[config.mk]
export PLATFORM = sky130hd
export DESIGN_NAME = pipe_stage_buf
export DESIGN_NICKNAME = d
export VERILOG_FILES = /design/src/rtl/pipe_pkg.sv /design/src/rtl/pipe_buf_ctrl.sv /design/src/rtl/pipe_stage_buf.sv
export SDC_FILE = /design/constraint.sdc
export NUM_CORES = 1
export LEC_CHECK = 0
export ABC_AREA = 1
export BUFFER_PORTS_ARGS = -buffer_cell sky130_fd_sc_hd__buf_2
export CELL_PAD_IN_SITES_DETAIL_PLACEMENT = 1
export CELL_PAD_IN_SITES_GLOBAL_PLACEMENT = 1
export CORE_MARGIN = 2
export CORE_UTILIZATION = 33
export DETAILED_ROUTE_END_ITERATION = 10
export GPL_TIMING_DRIVEN = 0
export PLACE_DENSITY_LB_ADDON = 0.1
export SYNTH_ARGS = -nofsm -noshare
export SYNTH_HDL_FRONTEND = slang
export SYNTH_SLANG_ARGS = --single-unit
[constraint.sdc]
create_clock -name clk -period 1.05 [get_ports clk]
set_input_delay 0.21 -clock clk [delete_from_list [all_inputs] [get_ports clk]]
set_output_delay 0.21 -clock clk [all_outputs]
set_load 0.05 [all_outputs]
[src/rtl/pipe_pkg.sv]
// Shared types for the elastic pipeline-stage buffer and the core stage payloads.
// No logic; build option PIPE_SKID_EN selects the buffer depth in pipe_stage_buf.
package pipe_pkg;

    typedef enum logic [1:0] {
        EMPTY = 2'd0,
        BUSY  = 2'd1,
        FULL  = 2'd2
    } pipe_state_e;

    typedef struct packed {
        logic [31:0] pc;
        logic [31:0] instr;
    } if_id_t;

    typedef struct packed {
        logic [31:0] pc;
        logic [4:0]  rd;
        logic [31:0] rs1_val;
        logic [31:0] rs2_val;
        logic [31:0] imm;
        logic [7:0]  ctrl;
    } id_ex_t;

    typedef struct packed {
        logic [31:0] pc;
        logic [4:0]  rd;
        logic [31:0] alu_res;
        logic [31:0] store_val;
        logic [7:0]  ctrl;
    } ex_mem_t;

    typedef struct packed {
        logic [4:0]  rd;
        logic [31:0] wb_val;
        logic        wb_en;
    } mem_wb_t;

    localparam int PIPE_IF_ID_W  = $bits(if_id_t);
    localparam int PIPE_ID_EX_W  = $bits(id_ex_t);
    localparam int PIPE_EX_MEM_W = $bits(ex_mem_t);
    localparam int PIPE_MEM_WB_W = $bits(mem_wb_t);

    // Entry count is a pure function of the control state.
    function automatic logic [1:0] state_occ(input pipe_state_e s);
        case (s)
            EMPTY:   state_occ = 2'd0;
            BUSY:    state_occ = 2'd1;
            FULL:    state_occ = 2'd2;
            default: state_occ = 2'd0;
        endcase
    endfunction

endpackage

[src/rtl/pipe_buf_ctrl.sv]
// Control for pipe_stage_buf: state, in_ready, occ and payload load enables (no datapath).
// Latency 1 cycle; with PIPE_SKID_EN in_ready is registered, otherwise in_ready = !out_valid || out_ready.
// Flush forces EMPTY and suppresses every load in the same cycle.
module pipe_buf_ctrl
    import pipe_pkg::*;
(
    input  logic       clk,
    input  logic       rst_n,
    input  logic       flush,
    input  logic       in_valid,
    input  logic       out_ready,
    output logic       in_ready,
    output logic       out_valid,
    output logic [1:0] occ,
    output logic       load_main
`ifdef PIPE_SKID_EN
    ,
    output logic       load_skid,
    output logic       skid_to_main
`endif
);

    pipe_state_e state_q;
    pipe_state_e state_d;
    logic        accept;
    logic        drain;

    assign out_valid = (state_q != EMPTY);
    assign occ       = state_occ(state_q);
    assign drain     = out_valid && out_ready;
    assign accept    = in_valid && in_ready && !flush;

`ifdef PIPE_SKID_EN
    // Held in its own flop so in_ready has no path from out_ready.
    logic in_ready_q;
    assign in_ready = in_ready_q;
`else
    assign in_ready = !out_valid || out_ready;
`endif

    always_comb begin
        state_d   = state_q;
        load_main = 1'b0;
`ifdef PIPE_SKID_EN
        load_skid    = 1'b0;
        skid_to_main = 1'b0;
`endif
        if (flush) begin
            state_d = EMPTY;
        end else begin
            case (state_q)
                EMPTY: begin
                    if (accept) begin
                        state_d   = BUSY;
                        load_main = 1'b1;
                    end
                end
                BUSY: begin
`ifdef PIPE_SKID_EN
                    if (accept && !drain) begin
                        state_d   = FULL;
                        load_skid = 1'b1;
                    end else if (accept && drain) begin
                        load_main = 1'b1;
                    end else if (drain) begin
                        state_d = EMPTY;
                    end
`else
                    // Without skid an accept in BUSY implies a same-cycle drain.
                    if (accept) begin
                        load_main = 1'b1;
                    end else if (drain) begin
                        state_d = EMPTY;
                    end
`endif
                end
`ifdef PIPE_SKID_EN
                FULL: begin
                    if (drain) begin
                        state_d      = BUSY;
                        skid_to_main = 1'b1;
                    end
                end
`endif
                default: state_d = EMPTY;
            endcase
        end
    end

    always_ff @(posedge clk or negedge rst_n) begin
        if (!rst_n) begin
            state_q <= EMPTY;
`ifdef PIPE_SKID_EN
            in_ready_q <= 1'b1;
`endif
        end else begin
            state_q <= state_d;
`ifdef PIPE_SKID_EN
            in_ready_q <= (state_d != FULL);
`endif
        end
    end

endmodule

[src/rtl/pipe_stage_buf.sv]
// Elastic valid/ready pipeline-stage register with synchronous flush; PIPE_SKID_EN adds a skid entry.
// Latency 1 cycle, one beat/cycle; backpressure: skid build has registered in_ready, else combinational.
// out_data comes only from the main register and holds while stalled unless flushed.
module pipe_stage_buf
    import pipe_pkg::*;
#(
    parameter int DATA_W         = 64,
    parameter bit CLEAR_ON_FLUSH = 1'b1
) (
    input  logic              clk,
    input  logic              rst_n,
    input  logic              flush,
    input  logic              in_valid,
    output logic              in_ready,
    input  logic [DATA_W-1:0] in_data,
    output logic              out_valid,
    input  logic              out_ready,
    output logic [DATA_W-1:0] out_data,
    output logic [1:0]        occ
);

    logic              load_main;
    logic [DATA_W-1:0] main_q;
`ifdef PIPE_SKID_EN
    logic              load_skid;
    logic              skid_to_main;
    logic [DATA_W-1:0] skid_q;
`endif

    pipe_buf_ctrl u_ctrl (
        .clk          (clk),
        .rst_n        (rst_n),
        .flush        (flush),
        .in_valid     (in_valid),
        .out_ready    (out_ready),
        .in_ready     (in_ready),
        .out_valid    (out_valid),
        .occ          (occ),
        .load_main    (load_main)
`ifdef PIPE_SKID_EN
        ,
        .load_skid    (load_skid),
        .skid_to_main (skid_to_main)
`endif
    );

    always_ff @(posedge clk or negedge rst_n) begin
        if (!rst_n) begin
            main_q <= '0;
        end else if (flush) begin
            if (CLEAR_ON_FLUSH) begin
                main_q <= '0;
            end
        end else if (load_main) begin
            main_q <= in_data;
`ifdef PIPE_SKID_EN
        end else if (skid_to_main) begin
            main_q <= skid_q;
`endif
        end
    end

`ifdef PIPE_SKID_EN
    always_ff @(posedge clk or negedge rst_n) begin
        if (!rst_n) begin
            skid_q <= '0;
        end else if (flush) begin
            if (CLEAR_ON_FLUSH) begin
                skid_q <= '0;
            end
        end else if (load_skid) begin
            skid_q <= in_data;
        end
    end
`endif

    assign out_data = main_q;

endmodule

# Word level (Yosys, flattened, before mapping)
# Cells that the tools add are included.
# word_totals
regBits	66
latch_bits	0
ram_bits	0
rom_bits	0
inputBits	69
out_inout_bits	68
word_cells	29
mem_count	0
# classes
n_addsub	0
n_mul	0
div	0
magnitude_cmp	0
eq_ne	5
shift	0
mux	11
bitwise	0
reduce_logical	11
# op_table
op	n
$mux W64	2
$mux W2	4
$pmux W2 S2	2
$ne A3 B2 Y1 const B	2
$reduce_bool A2 Y1	2
$logic_and A1 B1 Y1	3
$mux W1	3
$ne A3 B3 Y1 const B	1
$reduce_and A3 Y1	1
$eq A2 B1 Y1 const B	1
$eq A2 B2 Y1 const B	1
$logic_not A1 Y1	2
$logic_not A2 Y1	1
$reduce_or A2 Y1	1
$logic_or A1 B1 Y1	1

# Depth between registers and ports, before layout
# Gate-level depths: netlist of run 1.
# logic_depth
word_depth	10
mapped_depth	6
mapped_depth_nobuf	5

# Modules after synthesis
# From an unflattened synthesis of run 1, not the netlist that was laid out.
# unflattened
cells_unflattened	289
area_unflattened_um2	2610.0
# modules_own_cells
mod	instances	cells_each	area_per_inst_um2	seq_area_each_um2
pipe_stage_buf	1	277	2529.9	1601.5
pipe_buf_ctrl	1	12	80.1	25.0

# Least setup slack after synthesis of run 1
# Ideal clock, no wire load.
# synth_path
path_kind	register -> register
startpoint	register u_ctrl.state_q[0]
endpoint	register main_q[28] (netlist: out_data[28])
setup_time_ns	0.067
arrival_ns	1.273
t_required_ns	0.983
path_slack_ns	-0.290
path_stages_with_launch	5
path_buffers	1
synth_period_minus_slack_ns	1.340
cell_sequence	dfrtp_1 > nand2_2 > buf_2 > nand4_1 > nand2_1
# synth_between
elab_chain_len	9
word_cells_on_any_way	12
classes_between	1 x eq/ne; 3 x mux; 8 x reduce/logical
# synth_lines
element	line	rtl
from (decl)	pipe_buf_ctrl.sv:23	pipe_state_e state_q;
from (signal assigned)	pipe_buf_ctrl.sv:97	state_q <= state_d;
$reduce_bool A2 Y1	pipe_buf_ctrl.sv:28	assign out_valid = (state_q != EMPTY);
$logic_not A1 Y1	pipe_buf_ctrl.sv:38	assign in_ready = !out_valid || out_ready;
$logic_or A1 B1 Y1	pipe_buf_ctrl.sv:38	
net in_ready	pipe_stage_buf.sv:14	output logic in_ready,
$logic_and A1 B1 Y1 (2 in series)	pipe_buf_ctrl.sv:31	assign accept = in_valid && in_ready && !flush;
$mux W1	pipe_buf_ctrl.sv:53, pipe_buf_ctrl.sv:70	
$mux W1	n/a	
$mux W1	pipe_buf_ctrl.sv:48	if (flush) begin
$reduce_bool A2 Y1 (no line)	n/a	
to (signal assigned)	pipe_stage_buf.sv:55	main_q <= in_data;
to (decl)	pipe_stage_buf.sv:23	logic [DATA_W-1:0] main_q;
# The timed path passes the listed nets, and every way through them passes these cells.
# A chain may end at the register's enable or synchronous reset.

# Final worst setup path of run 1
# layout_path
startpoint	register u_ctrl.state_q[0]
endpoint	output port in_ready
# layout_between
elab_chain_len	3
# layout_lines
element	line
$reduce_bool A2 Y1	pipe_buf_ctrl.sv:28
$logic_not A1 Y1	pipe_buf_ctrl.sv:38
$logic_or A1 B1 Y1	pipe_buf_ctrl.sv:38
to (decl)	pipe_stage_buf.sv:14
# Every way passes these cells.

==> results.yml, run 1 <==
synth:
  muxShareOfSynthArea_pct: 0
  synth-simple-area-share_pct: 34.0
  yosys-top-cells-count: "dfrtp_1, nand2_1, nand3_1, nand4_1, buf_2"
  synthCells: 300
  seq_area_frac_synth_pct: 56.9
  syn-cell-area_um2: 2860
  synth_edf_count: 0
  syn-num-nets: 369
  synth.distinct_cells: 12
  synth-seq-cells: 65
  synth-async-reset-ratio_pct: 100
  synth.top_cell.area_share_pct: 56.9
  yosysMostFrequentCell: "dfrtp_1"
  synth-adder-area-share_pct: 0
  yosysWarnings: 0
  synth_area_leaders: "dfrtp_1, nand4_1, nand3_1"
  synth_top_family_by_area: "simple AND/OR/NAND/NOR gates"
  synth-compound-area-share_pct: 0.175
  synth_ff_type: "dfrtp_1"
  syn_area_per_cell_um2: 9.53
  synth-xor-area-share_pct: 0
  synth_top_area_cell: "dfrtp_1"
finish:
  synthToLayoutAreaGrowth_pct: 63.9
  drive_gt1_share_pct: 46.6
  n_antenna_cell: 0
  fin_cells: 599
  num-nets-final: 558
sta:
  tightestPinTransition_ns: 0.878
  fin_worst_skew_ns: 0.00725
  fin_ws_ns: -0.231
  slew_headroom_pct: 41.5
  setup_viol: 129
  grt_setup_unrepaired: "yes"
  post-route-min-period_ns: 1.28
  fin_hold_ws_ns: -0.0225
  final_max_slew_viol_count: 0
  fmax_ghz: 0.780
  hold_viol_final: 12
  fin_crit_sh_pct: 122
global_routing:
  overflow: 0
  antenna_found_initial: 0
  top_usage_layer: "met2"
  grt_util_met3_pct: 5.90
  grt_pass1_vias: 3190
  use_met1_pct: 28.2
  grt_use_total_pct: 21.5
  grt_max_degree: 66
  grt_use_met2_pct: 35.6
  grt_pass1_wl_um: 16500
routing:
  first_iter_violations: 75
  num_vias: 3030
  routed_wl_um: 10100
  ant_nets: 0
  first_pass_iters: 4
  viasPerCell: 5.06
  drc: 0
  post_drt_wl_per_cell_um: 16.9
power:
  p_clk_share_pct: 31.7
  swShare_pct: 32.1
  p_per_area_nw_per_um2: 1410
  leakagePower_nw: 2.60
  switchingPower_mw: 2.13
  power_mw: 6.63
  combPwrFrac_pct: 26.6
  ir_worst_vdd_v: 0.000824
  pwr-share-seq_pct: 41.8
  p_int_mw: 4.50
place:
  gp_congestion: 0.702
  io_buffer_count: 135
  dpl.hpwl_um: 6390
  place_inst: 540
critical_path:
  arrival_ns: 1.07
  critical_path_class: "reg2out"
  crit_path_end_kind: "primary output"
  crit_path_start_kind: "flip-flop"
  worst-path-max-fanout: 3
  worst_ep_required_time_ns: 0.84
die:
  rows: 33
  die_w_um: 97.1
  core-area_um2: 8300
  dieArea_um2: 9420
  ios: 137
  dieHeight_um: 97.1
  start_util_pct: 34.4
status:
  status: "finished with violations"
  violations: "negative hold slack, negative setup slack"
clock_tree:
  cts_buffers: 9
  cts_htree_levels: 3
  insertion_delay_ns: 0.33
  clock_sinks: 65
  root_buffer: "clkbuf_8"
  clk_pin_slew_ns: 0.08
  postCtsHoldBufs: 0
  cts_tree: "yes"
  cts_buffer_depth: 2
worst_hold_path:
  hp-class: "in2async"
job:
  drv_cap: 0
cell type report:
cell class                 instances  area, um2
timing repair buffer             178       1430
clock inverter                     3       40.0
fill                             983       3610
multi-input combinational        196       1000
tap                              105        131
sequential                        65       1630
clock buffer                      13        149
inverter                           3       11.3
buffer                            36        294
layout by cell type (no fill, tap or decap):
| master | synthesis | layout |
|---|---|---|
| buf_4 | 9 | 48 |
| nand4_1 | 64 | 64 |
| buf_12 | 0 | 1 |
| a21oi_2 | 0 | 1 |
| clkbuf_1 | 1 | 4 |
| nand2_1 | 64 | 64 |
| clkbuf_8 | 0 | 10 |
| buf_6 | 6 | 73 |
| inv_1 | 3 | 3 |
| bufinv_16 | 0 | 1 |
| nand3_1 | 64 | 64 |
| dfrtp_1 | 65 | 64 |
| buf_8 | 0 | 6 |
| nand2_8 | 0 | 1 |
| buf_2 | 20 | 85 |
| clkinv_2 | 0 | 2 |
| nand2_4 | 0 | 1 |
| conb_1 | 1 | 1 |
| dfrtp_2 | 0 | 1 |
timing repair:
item | 4_1_cts | 5_1_grt
setup buffers | 21 | 22
endpoints found under the setup margin | 124 | 131
resized for setup | 144 | 3
pin swaps | 1 | 1
critical path, stage by stage, from the launching register on:
cell	delay, ns
dfrtp_2	0.44
nand2_4	0.07
buf_8	0.10
buf_8	0.13
state kept, by name, summed over array words and instances, names as in the netlist:
signal,count
out_data,64
u_ctrl.state_q,1
kinds of logic (layout without fill, tap and decap cells):
family	Yosys count	after routing
other	1	1
and+or+nand+nor	194	194
AOI/OAI and AO/OA	1	1
buffers and inverters	39	233
DFF	65	65
stage by stage:
| step | hold slack, ns | setup slack [ns] | setup TNS (ns) | util (%) | cell area, um2 |
|---|---|---|---|---|---|
| finish | -0.0225 | -0.231 | -9.88 | 56.5 | 4690 |
| detailed placement | 0.378 | -0.136 | -2.30 | 44.6 | 3700 |
| CTS | 0.0219 | -0.254 | -12.08 | 54.3 | 4510 |
| global route | 0.0286 | -0.278 | -16.68 | 56.5 | 4690 |
| floorplan | -0.0856 | -0.0857 | -4.28 | - | 2890 |
| global placement | 0.372 | -0.726 | -40.56 | 44.6 | 3700 |
metal layers:
layer | up-vias | part of all wire [%]
li1 | 1445 | -
met5 | - | 0
met2 | 87 | 50
met4 | 0 | 0.88
met1 | 1489 | 43
met3 | 9 | 6.1
power groups by stage:
stage	clock network (mW)	logic, mW	registers [mW]
3_5_place_dp	0	1.41	2.78
3_3_place_gp	0	1.39	2.78
2_1_floorplan	0	0.396	3.31
6_report	2.10	1.76	2.77
5_1_grt	2.27	1.87	2.78
4_1_cts	2.15	1.69	2.77
worst paths after layout:
| check | from | endpoint | slack (ns) | depth (start not counted) |
|---|---|---|---|---|
| worst min register to register | out_data[33] | out_data[33] | 0.53 | 2 |
| worst min-delay path | rst_n | out_data[32] | -0.02 | 1 |
| min in group clk | flush | u_ctrl.state_q[0] | 0.04 | 2 |
| max in group asynchronous | rst_n | u_ctrl.state_q[0] | 0.45 | 1 |
| worst max-delay path | u_ctrl.state_q[0] | in_ready | -0.23 | 3 |
| worst max register to register | u_ctrl.state_q[0] | out_data[11] | -0.18 | 6 |
No activity file was read; power rests on OpenSTA's default activity.
==> run 2, diff against run 1 <==
--- a/config.mk
+++ b/config.mk
@@ -6,10 +6,9 @@
 export NUM_CORES = 1
 export LEC_CHECK = 0
-export ABC_AREA = 1
 export BUFFER_PORTS_ARGS = -buffer_cell sky130_fd_sc_hd__buf_2
 export CELL_PAD_IN_SITES_DETAIL_PLACEMENT = 1
 export CELL_PAD_IN_SITES_GLOBAL_PLACEMENT = 1
 export CORE_MARGIN = 2
-export CORE_UTILIZATION = 33
+export CORE_UTILIZATION = 35
 export DETAILED_ROUTE_END_ITERATION = 10
 export GPL_TIMING_DRIVEN = 0
==> constraint.sdc (replaced) <==
create_clock -name clk -period 1.35 [get_ports clk]
set_input_delay 0.27 -clock clk [delete_from_list [all_inputs] [get_ports clk]]
set_output_delay 0.27 -clock clk [all_outputs]
set_load 0.1 [all_outputs]
==> results.yml, run 2 <==
status:
  status: "finished with violations"
  violations: "negative setup slack"
power:
  ir_worst_vdd_v: 0.000554
  leakagePower_nw: 2.14
  p_per_area_nw_per_um2: 1190
  power_mw: 5.47
synth:
  synth.top_cell.area_share_pct: 51.7
  syn_area_per_cell_um2: 10.6
  synth_ff_type: "dfrtp_1"
  syn-cell-area_um2: 3140
  synthCells: 298
  yosysWarnings: 0
  synth.distinct_cells: 13
  synth_area_leaders: "dfrtp_1, a21bo_1, a21oi_1"
  yosys-top-cells-count: "a21oi_1, dfrtp_1, nand3_1, a21bo_1, a21bo_2"
  syn-num-nets: 367
  seq_area_frac_synth_pct: 51.7
  synth_edf_count: 0
  synth_top_area_cell: "dfrtp_1"
  synth-seq-cells: 65
  synth-async-reset-ratio_pct: 100
global_routing:
  grt_use_total_pct: 20.0
  overflow: 0
  antenna_found_initial: 0
  grt_pass1_vias: 2994
  grt_max_degree: 66
  grt_pass1_wl_um: 15600
clock_tree:
  cts_tree: "yes"
  clk_pin_slew_ns: 0.08
  cts_htree_levels: 3
  clock_sinks: 65
  cts_buffers: 9
  insertion_delay_ns: 0.34
  root_buffer: "clkbuf_8"
  cts_buffer_depth: 2
finish:
  largest_reg_flops: 64
  num-nets-final: 516
  n_antenna_cell: 0
  final_common_cell: "buf_2"
  synthToLayoutAreaGrowth_pct: 45.7
  layout_common_cells: "buf_2, buf_4, dfrtp_2"
  fin_cells: 560
  drive_gt1_share_pct: 63.3
routing:
  first_pass_iters: 4
  routed_wl_um: 9640
  post_drt_wl_per_cell_um: 17.2
  ant_nets: 0
  drc: 0
  viasPerCell: 5.10
  num_vias: 2857
  first_iter_violations: 52
critical_path:
  arrival_ns: 1.29
  critical_path_class: "reg2out"
  crit_buf_inv: 3
  cp_cell_sequence: "nand2b_4 > buf_8 > buf_12 > buf_12"
  worst_ep_required_time_ns: 1.08
  crit_path_start_kind: "flip-flop"
  critical_path_cell_count: 4
  timing.reg2reg.worst_path_depth: 6
  rrSetupSlack_ns: -0.06
  crit_path_end_kind: "primary output"
  slowest_delay_ns: 0.51
  worst-path-max-fanout: 2
  path_delay_family: "flip-flops"
  crit_path_top_delay_cell: "dfrtp_4"
  crit_path_frequent_cell: "buf_12"
die:
  dieHeight_um: 98.8
  rows: 34
  start_util_pct: 36.1
  dieArea_um2: 9760
  core-area_um2: 8720
  die_w_um: 98.8
  ios: 137
sta:
  grt_setup_unrepaired: "yes"
  fmax_ghz: 0.640
  setup-tns-final_ns: -2.13
  slew_headroom_pct: 42.1
  fin_worst_skew_ns: 0.0132
  tightestPinTransition_ns: 0.869
  final_max_slew_viol_count: 0
  fin_ws_ns: -0.214
  post-route-min-period_ns: 1.56
  fin_crit_sh_pct: 116
  hold_viol_final: 0
  setup_viol: 62
place:
  io_buffer_count: 133
  gp_congestion: 0.709
  dpl.hpwl_um: 6470
  post-place-ws_ns: -0.248
  place_inst: 539
worst_hold_path:
  hp-class: "in2async"
job:
  drv_cap: 0
-- run 2: layer usage --
| layer | up-vias | part of all wire (%) | GRT usage [%] |
|---|---|---|---|
| met5 | - | 0 | 0 |
| met4 | 0 | 0.53 | 5.37 |
| met2 | 82 | 50 | 33.2 |
| li1 | 1357 | - | - |
| met1 | 1414 | 44 | 26.3 |
| met3 | 4 | 5.1 | 4.61 |
-- run 2: path summary, 6_finish.rpt --
kind                                    from                end
max reg2reg                u_ctrl.state_q[0]       out_data[54]
min reg2reg                     out_data[38]       out_data[38]
max in group asynchronous              rst_n  u_ctrl.state_q[0]
min                                    rst_n       out_data[47]
min in group clk                 in_data[34]       out_data[34]
max                        u_ctrl.state_q[0]           in_ready
-- run 2: area by class of cell --
cell class | instances | area (um2)
Inverter | 1 | 3.75
Tap cell | 108 | 135
Clock inverter | 3 | 40.0
Buffer | 37 | 267
Sequential cell | 65 | 1710
Timing Repair Buffer | 138 | 927
Clock buffer | 13 | 149
Multi-Input combinational cell | 195 | 1350
Fill cell | 1003 | 4140
-- run 2: kinds of logic after synthesis --
| kind of cell | synth area share [%] |
|---|---|
| AOI/OAI and AO/OA | 30.7 |
| buffers and inverters | 6.80 |
| DFF | 51.7 |
| other | 0.119 |
| and+or+nand+nor | 10.6 |
-- run 2: through the flow --
stage          cell area, um2  hold slack (ns)  utilization [%]
2_1_floorplan            3280          -0.0256                -
3_3_place_gp             4080            0.508             46.8
3_5_place_dp             4080            0.450             46.8
4_1_cts                  4510           0.0715             51.7
5_1_grt                  4580           0.0787             52.5
6_report                 4580           0.0435             52.5
-- run 2: power by group --
group | internal [mW] | switching (mW)
combinational | 0.447 | 1.22
clock | 0.902 | 0.768
sequential | 2.07 | 0.0608
total | 3.42 | 2.05
-- run 2: what timing repair did --
action,CTS,global route
endpoints found under the hold margin,0,0
endpoints found under the setup margin,74,67
buffers inserted,3,2
pin swaps,0,0
gates resized for setup,81,12
hold buffers,0,0
==> run 3, diff against run 2 <==
Settings changed: BUFFER_PORTS_ARGS -buffer_cell sky130_fd_sc_hd__buf_2 to -buffer_cell sky130_fd_sc_hd__buf_4, CORE_UTILIZATION 35 to 38, SLEW_MARGIN from default to 20.
Clock period 1.35 ns to 2 ns, I/O delays scaled along.
==> results.yml, run 3 (synthesized netlist as in run 2, its figures left out) <==
clock_tree:
  cts_buffers: 9
  postCtsHoldBufs: 0
  cts_tree: "yes"
  cts_buffer_depth: 2
  cts_htree_levels: 3
  clk_pin_slew_ns: 0.07
  root_buffer: "clkbuf_8"
  clock_sinks: 65
  insertion_delay_ns: 0.33
routing:
  viasPerCell: 5.13
  first_pass_iters: 4
  post_drt_wl_per_cell_um: 16.5
  ant_nets: 0
  num_vias: 2831
  drc: 0
  first_iter_violations: 59
  routed_wl_um: 9080
critical_path:
  worst-path-max-fanout: 10
  timing.reg2reg.worst_path_depth: 4
  crit_path_end_kind: "primary output"
  crit_path_frequent_cell: "buf_6"
  critical_path_cell_count: 4
  critical_path_class: "reg2out"
  worst_ep_required_time_ns: 1.60
  arrival_ns: 1.48
  rrSetupSlack_ns: 0.65
  slowest_delay_ns: 0.45
  crit_buf_inv: 3
  path_delay_family: "buffers and inverters"
  crit_path_start_kind: "flip-flop"
  crit_path_top_delay_cell: "dfrtp_1"
  cp_cell_sequence: "nand2b_4 > buf_6 > buf_4 > buf_6"
finish:
  synthToLayoutAreaGrowth_pct: 43.0
  fin_cells: 552
  largest_reg_flops: 64
  final_common_cell: "buf_4"
  n_antenna_cell: 0
  multi_input_area_um2: 1300
  layout_common_cells: "buf_4, a21oi_1, dfrtp_1"
  drive_gt1_share_pct: 46.5
  num-nets-final: 511
  seq_area_um2: 1630
  fillers: 939
sta:
  setup_viol: 0
  fin_hold_ws_ns: 0.175
  fin_crit_sh_pct: 93.8
  fin_worst_skew_ns: 0.00497
  grt_setup_unrepaired: "no"
  post-route-min-period_ns: 1.88
  slew_headroom_pct: 43.0
  fmax_ghz: 0.533
  hold_viol_final: 0
  tightestPinTransition_ns: 0.854
  setup-tns-final_ns: 0
  fin_ws_ns: 0.124
  final_max_slew_viol_count: 0
worst_hold_path:
  hp-class: "in2async"
die:
  rows: 33
  dieArea_um2: 9020
  start_util_pct: 38.7
  die_w_um: 95.0
  core-area_um2: 8130
  dieHeight_um: 95.0
  ios: 137
place:
  gp_congestion: 0.738
  post-place-ws_ns: 0.333
  dpl.hpwl_um: 6610
  place_inst: 536
  io_buffer_count: 133
status:
  status: "finished, final reports clean"
power:
  power_mw: 3.73
  p_per_area_nw_per_um2: 829
  leakagePower_nw: 2.22
  ir_worst_vdd_v: 0.000335
global_routing:
  overflow: 0
  antenna_found_initial: 0
  grt_pass1_wl_um: 14200
  grt_pass1_vias: 2852
  grt_use_total_pct: 20.2
  grt_max_degree: 66
job:
  drv_cap: 0
[run 3: report_power, final]
group / switching, mW / total, mW / internal [mW]
Clock: 0.511 / 1.19 / 0.676
Sequential: 0.0404 / 1.43 / 1.39
Combinational: 0.809 / 1.11 / 0.305
Total: 1.36 / 3.73 / 2.37
[run 3: worst register-to-register path, cell delays in order (launching register included)]
cell,delay (ns)
dfrtp_1,0.45
nand2b_4,0.12
clkbuf_1,0.38
a21bo_2,0.21
a21oi_1,0.06
[run 3: area by class of cell]
class,instances,area share (%)
inverters,1,0.0835
flip-flops and latches,65,36.2
multi-input cells,195,29.0
clock inverters,4,1.11
clock buffers,12,3.67
plain buffers,37,4.73
repair buffers,133,22.3
well taps,105,2.92
[run 3: final timing paths]
path,start,to
setup / recovery,u_ctrl.state_q[0],in_ready
hold / removal,rst_n,out_data[47]
hold reg to reg,out_data[41],out_data[41]
setup reg to reg,u_ctrl.state_q[0],out_data[60]
min in group clk,in_data[41],out_data[41]
max in group asynchronous,rst_n,out_data[13]
[run 3: routing by layer]
| metal | part of all wire, % | up-vias | global-route usage [%] |
|---|---|---|---|
| met4 | 0.91 | 0 | 5.80 |
| li1 | - | 1349 | - |
| met2 | 51 | 80 | 34.5 |
| met3 | 5.6 | 9 | 4.07 |
| met5 | 0 | - | 0 |
| met1 | 42 | 1393 | 25.8 |
[run 3: repair_timing]
action / in CTS / in global routing
endpoints found under the hold margin: 0 / 0
setup buffers: 0 / 0
resized for setup: 0 / 1
endpoints found under the setup margin: 0 / 1
[run 3: through the flow]
step	instance area, um2	util (%)
floorplan	3150	-
global placement	4280	52.6
detailed placement	4280	52.6
CTS	4490	55.2
global route	4500	55.3
finish	4500	55.3
